==> config.mk <==
export PLATFORM = sky130hd
export DESIGN_NAME = dmem_arbiter
export DESIGN_NICKNAME = d
export VERILOG_FILES = /design/src/rtl/dmem_arbiter.sv
export SDC_FILE = /design/constraint.sdc
export NUM_CORES = 1
export LEC_CHECK = 0
export CAP_MARGIN = 20
export CELL_PAD_IN_SITES_DETAIL_PLACEMENT = 2
export CELL_PAD_IN_SITES_GLOBAL_PLACEMENT = 2
export CORE_MARGIN = 4
export CORE_UTILIZATION = 10
export CTS_CLUSTER_DIAMETER = 100
export DETAILED_ROUTE_END_ITERATION = 8
export PLACE_DENSITY = 0.95
export SYNTH_ARGS = -nofsm -noshare
export SYNTH_HDL_FRONTEND = slang
export SYNTH_SLANG_ARGS = --single-unit
export TNS_END_PERCENT = 30
==> constraint.sdc <==
create_clock -name clk_i -period 4.55 [get_ports clk_i]
set_input_delay 0.91 -clock clk_i [delete_from_list [all_inputs] [get_ports clk_i]]
set_output_delay 0.91 -clock clk_i [all_outputs]
set_load 0.02 [all_outputs]
==> src/rtl/dmem_arbiter.sv <==
// Two-port data-memory arbiter: core and debug/loader share one memory port.
// Grants are decided combinationally each cycle; read responses return one cycle later.
module dmem_arbiter #(
  parameter int ADDR_WIDTH = 32,
  parameter int DATA_WIDTH = 32,
  parameter int MAX_HOLD   = 4
) (
  input  logic                  clk_i,
  input  logic                  rst_ni,
  input  logic                  c_req_i,
  input  logic                  c_we_i,
  input  logic [1:0]            c_size_i,
  input  logic [ADDR_WIDTH-1:0] c_addr_i,
  input  logic [DATA_WIDTH-1:0] c_wdata_i,
  output logic                  c_gnt_o,
  output logic                  c_stall_o,
  output logic                  c_rvalid_o,
  output logic [DATA_WIDTH-1:0] c_rdata_o,
  input  logic                  d_req_i,
  input  logic                  d_we_i,
  input  logic [1:0]            d_size_i,
  input  logic [ADDR_WIDTH-1:0] d_addr_i,
  input  logic [DATA_WIDTH-1:0] d_wdata_i,
  input  logic                  d_lock_i,
  output logic                  d_gnt_o,
  output logic                  d_rvalid_o,
  output logic [DATA_WIDTH-1:0] d_rdata_o,
  output logic                  m_en_o,
  output logic                  m_we_o,
  output logic [1:0]            m_size_o,
  output logic [ADDR_WIDTH-1:0] m_addr_o,
  output logic [DATA_WIDTH-1:0] m_wdata_o,
  input  logic [DATA_WIDTH-1:0] m_rdata_i
);

  localparam int HW = $clog2(MAX_HOLD + 1);
  localparam logic [HW-1:0] MAX_CNT = HW'(MAX_HOLD);
  localparam logic PORT_CORE = 1'b0;
  localparam logic PORT_DBG  = 1'b1;

  typedef enum logic [1:0] {
    OWN_IDLE = 2'd0,
    OWN_CORE = 2'd1,
    OWN_DBG  = 2'd2
  } owner_e;

  owner_e        owner_q, owner_d;
  logic          last_q, last_d;
  logic [HW-1:0] hold_cnt_q, hold_cnt_d;
  logic          c_rvalid_q, d_rvalid_q;
  logic          c_win_s, d_win_s;

  // Grant decision; a locked debug burst may keep the port until hold_cnt saturates.
  always_comb begin
    c_win_s = 1'b0;
    d_win_s = 1'b0;
    if (!rst_ni) begin
      c_win_s = 1'b0;
      d_win_s = 1'b0;
    end else if (c_req_i && d_req_i) begin
      if (owner_q == OWN_DBG && d_lock_i && hold_cnt_q < MAX_CNT) begin
        d_win_s = 1'b1;
      end else if (last_q == PORT_DBG) begin
        c_win_s = 1'b1;
      end else begin
        d_win_s = 1'b1;
      end
    end else if (c_req_i) begin
      c_win_s = 1'b1;
    end else if (d_req_i) begin
      d_win_s = 1'b1;
    end else begin
      c_win_s = 1'b0;
      d_win_s = 1'b0;
    end
  end

  // Memory request mux: the granted port's payload passes straight through.
  always_comb begin
    m_en_o    = 1'b0;
    m_we_o    = 1'b0;
    m_size_o  = 2'b00;
    m_addr_o  = '0;
    m_wdata_o = '0;
    if (c_win_s) begin
      m_en_o    = 1'b1;
      m_we_o    = c_we_i;
      m_size_o  = c_size_i;
      m_addr_o  = c_addr_i;
      m_wdata_o = c_wdata_i;
    end else if (d_win_s) begin
      m_en_o    = 1'b1;
      m_we_o    = d_we_i;
      m_size_o  = d_size_i;
      m_addr_o  = d_addr_i;
      m_wdata_o = d_wdata_i;
    end else begin
      m_en_o = 1'b0;
    end
  end

  assign c_gnt_o    = c_win_s;
  assign d_gnt_o    = d_win_s;
  assign c_stall_o  = c_req_i & ~c_win_s;
  assign c_rvalid_o = c_rvalid_q;
  assign d_rvalid_o = d_rvalid_q;
  assign c_rdata_o  = c_rvalid_q ? m_rdata_i : '0;
  assign d_rdata_o  = d_rvalid_q ? m_rdata_i : '0;

  // Next-state for ownership history and the locked-burst counter.
  always_comb begin
    owner_d    = OWN_IDLE;
    last_d     = last_q;
    hold_cnt_d = '0;
    if (c_win_s) begin
      owner_d = OWN_CORE;
      last_d  = PORT_CORE;
    end else if (d_win_s) begin
      owner_d = OWN_DBG;
      last_d  = PORT_DBG;
      if (d_lock_i) begin
        hold_cnt_d = (hold_cnt_q == MAX_CNT) ? hold_cnt_q : hold_cnt_q + HW'(1);
      end else begin
        hold_cnt_d = '0;
      end
    end else begin
      owner_d = OWN_IDLE;
    end
  end

  // State registers; each granted read schedules exactly one rvalid on its own port.
  always_ff @(posedge clk_i or negedge rst_ni) begin
    if (!rst_ni) begin
      owner_q    <= OWN_IDLE;
      last_q     <= PORT_DBG;
      hold_cnt_q <= '0;
      c_rvalid_q <= 1'b0;
      d_rvalid_q <= 1'b0;
    end else begin
      owner_q    <= owner_d;
      last_q     <= last_d;
      hold_cnt_q <= hold_cnt_d;
      c_rvalid_q <= c_win_s & ~c_we_i;
      d_rvalid_q <= d_win_s & ~d_we_i;
    end
  end

endmodule

==> results.md <==
- Status: completed
- Leakage power: 1.98 nW
- Finish-stage setup viols: 0
- Overall power: 796 uW
- Width of the die: 145 microns
- Synth Net Count: 514
- Number of global-route vias before repair: between 3000 and 4000
- Fin crit share: 88.9%
- Vias per std cell: 4.12
- Peak supply drop: 60.8 uV
- Startpoint type of the worst setup path: input port
- Clock transition at path regs: approximately 0.04 ns
- Synth cell count leaders: nand2_1 (138), o22ai_1 (67), and2_1 (64), clkbuf_1 (20), buf_2 (13)
- Sink Count: 8
- Router iterations before antenna repair: 4
- Cell with the most instances after synthesis: nand2_1
- Total global-route track usage: 12.3%
- Synthesized netlist cell count: 341
- Floorplan core area: 0.0186 sq mm
- PostCTS Resize Cnt: 0
- GRT Residual Overflow: 0
- WS Path Type: in2out
- Routed Wire Length: 13900 microns
- Num rows: 50
- Share of cells above drive strength 1: under 10%
- Clk root buf: clkbuf_16
- GP Congestion: 0.777
- # port buffers: 307
- Setup ws final: 0.505 ns
- Crit Path Max Fanout: 40
- Most common cell on crit path: clkdlybuf4s50_1
- Fin crit period: 4.04 ns
- Worst Min Path Start: last_q
- Vias: approximately 3500
- Slew HR: 43.1%
- Hold crit path type: reg2reg
- Initial core utilization: 10.1%
- Post-synth EDFFs: 0
- Worst stage delay on the critical path: 0.67 ns
- Nature of the critical path endpoint: output port
- Synth Cell Area: 0.00189 sq mm
- Worst Setup SP: c_req_i
- Area delta synth->final: 179%
- Initial antenna violation count: 1
- Ys flop type: dfrtp_1
- Largest cells by area after synthesis: nand2_1 (27%), o22ai_1 (22%), and2_1 (21%)
- Num CTS Buffers: 3
- Fin. Hold Viols: 0
- Synth unique cells: 23
- Dominant cell type by area after synthesis: nand2_1
- H-tree levels: 1
- Slew @ Worst Pin: around 0.85 ns
- Final net count: 797
- TNS Setup: 0 ns
- Top cell type's share of synthesized area: 27.4%
- Final slew viol count: 0
- Slowest CP cell: clkdlybuf4s50_1
- N_diodes: 0
- CTS Hold Bufs: 0
- Mean Syn Cell Area: 5.54 sq um
- Post-route DRC: 0
- CTS tree: done
- CP Cell Sequence: clkdlybuf4s50_1 > nand2_1 > a2bb2oi_4 > buf_4 > o22ai_1 > clkdlybuf4s50_1
- Die ar.: ~0.021 sq mm
- Max Root-Sink Buffers: 2
- Antenna-violating nets left: 0
- Detailed placer's ending HPWL: 11900 microns
- Ys async rst share: 100%
- Clk_lat worst skew: 0.23 ns
- WP data required: 3.64 ns
- Pin count of the biggest net entering global routing: 54
- Post-CTS setup buffers: 0
- Drt initial violations: about 100
- RSZ-0062 raised after global routing: false
- Sequential share of the synthesized area: 10.7%
- Arrival @ worst endpoint: 3.13 ns
- Die Ht: ~150 microns
- P per Cell Area: 151 mW/mm^2
- MaxCap Viol Count: 0
- Worst R2R Start: hold_cnt_q[2]
- Max Freq: 0.247 GHz
- Post-Place Worst Slack: around 0.50 ns
- First-pass GRT wire length: roughly 21000 microns
- I/O pin cnt: a little over 300
- Ys Warns: 0
- Drt wl/cell: around 16 microns
- Skew final: approximately 0.0022 ns
- Number of synthesized register bits: 8
## final cells by class
type | instances | area (sq um)
clock buffers | 4 | 78.8
fillers | 2216 | 13400
inverters | 5 | 18.8
multi-input cells | 293 | 1520
flip-flops and latches | 8 | 201
well taps | 234 | 293
repair buffers | 313 | 3150
## worst max-delay path: cells and delay by family
kind	cells	cell delay [ns]
buf+inv	3	1.53
compound gates	2	0.46
simple gates	1	0.20
## state kept, by name (all words and copies together), names as in the netlist
register    count
c_rvalid_o      1
owner_q         2
d_rvalid_o      1
hold_cnt_q      3
last_q          1
## placed cells by master (no fill, tap or decap), types with 2 or more instances in the layout
| master | count |
|---|---|
| a21oi_1 | 2 |
| and2_1 | 64 |
| buf_12 | 3 |
| buf_4 | 4 |
| clkbuf_16 | 3 |
| clkdlybuf4s50_1 | 306 |
| dfrtp_1 | 7 |
| ha_1 | 2 |
| inv_1 | 5 |
| nand2_1 | 138 |
| nor2_1 | 8 |
| nor3_1 | 3 |
| o22ai_1 | 67 |
## metrics by stage
stage               hold slack (ns)  instances  util [%]  area [sq um]
detailed placement            0.532        853      27.8          5180
global route                  0.576        857      28.2          5260
CTS                           0.538        857      28.2          5260
finish                        0.539        857      28.2          5260
floorplan                     0.504        341         -          1890
global placement              0.522        853      27.8          5180
## routing by layer
layer	track usage (%)	wire (microns)	part of all wire (%)	vias up
li1	-	-	-	1704
met1	12.5	5050	36	1604
met3	3.96	1350	9.7	11
met5	0	13	0.093	-
met2	24.9	7360	53	212
met4	1.85	127	0.91	2
## cells by family (layout without fill, tap and decap cells)
kind of cell | Yosys count | in the layout | synth area share (%)
buffers and inverters | 40 | 322 | 9.40
flip-flops | 8 | 8 | 10.7
AO/OA/AOI/OAI | 75 | 75 | 26.0
AND/OR/NAND/NOR | 215 | 215 | 52.1
adder cells (fa/ha/maj) | 2 | 2 | 1.32
XOR/XNOR | 1 | 1 | 0.464
## power by group
group / internal, mW / leakage [nW] / switching [mW]
combinational: 0.302 / 1.83 / 0.257
sequential: 0.0764 / 0.105 / 0.00838
clock: 0.117 / 0.0382 / 0.0349
## path summary, 6_finish.rpt
kind / endpoint / slack [ns] / cells after the start
setup / recovery: m_size_o[1] / 0.51 / 6
hold / removal: last_q / 0.54 / 2
setup reg to reg: hold_cnt_q[2] / 3.22 / 3
hold reg to reg: last_q / 0.54 / 2
max in group asynchronous: last_q / 3.55 / 1
min in group asynchronous: owner_q[1] / 0.65 / 1
No activity file was read; power rests on OpenSTA's default activity.
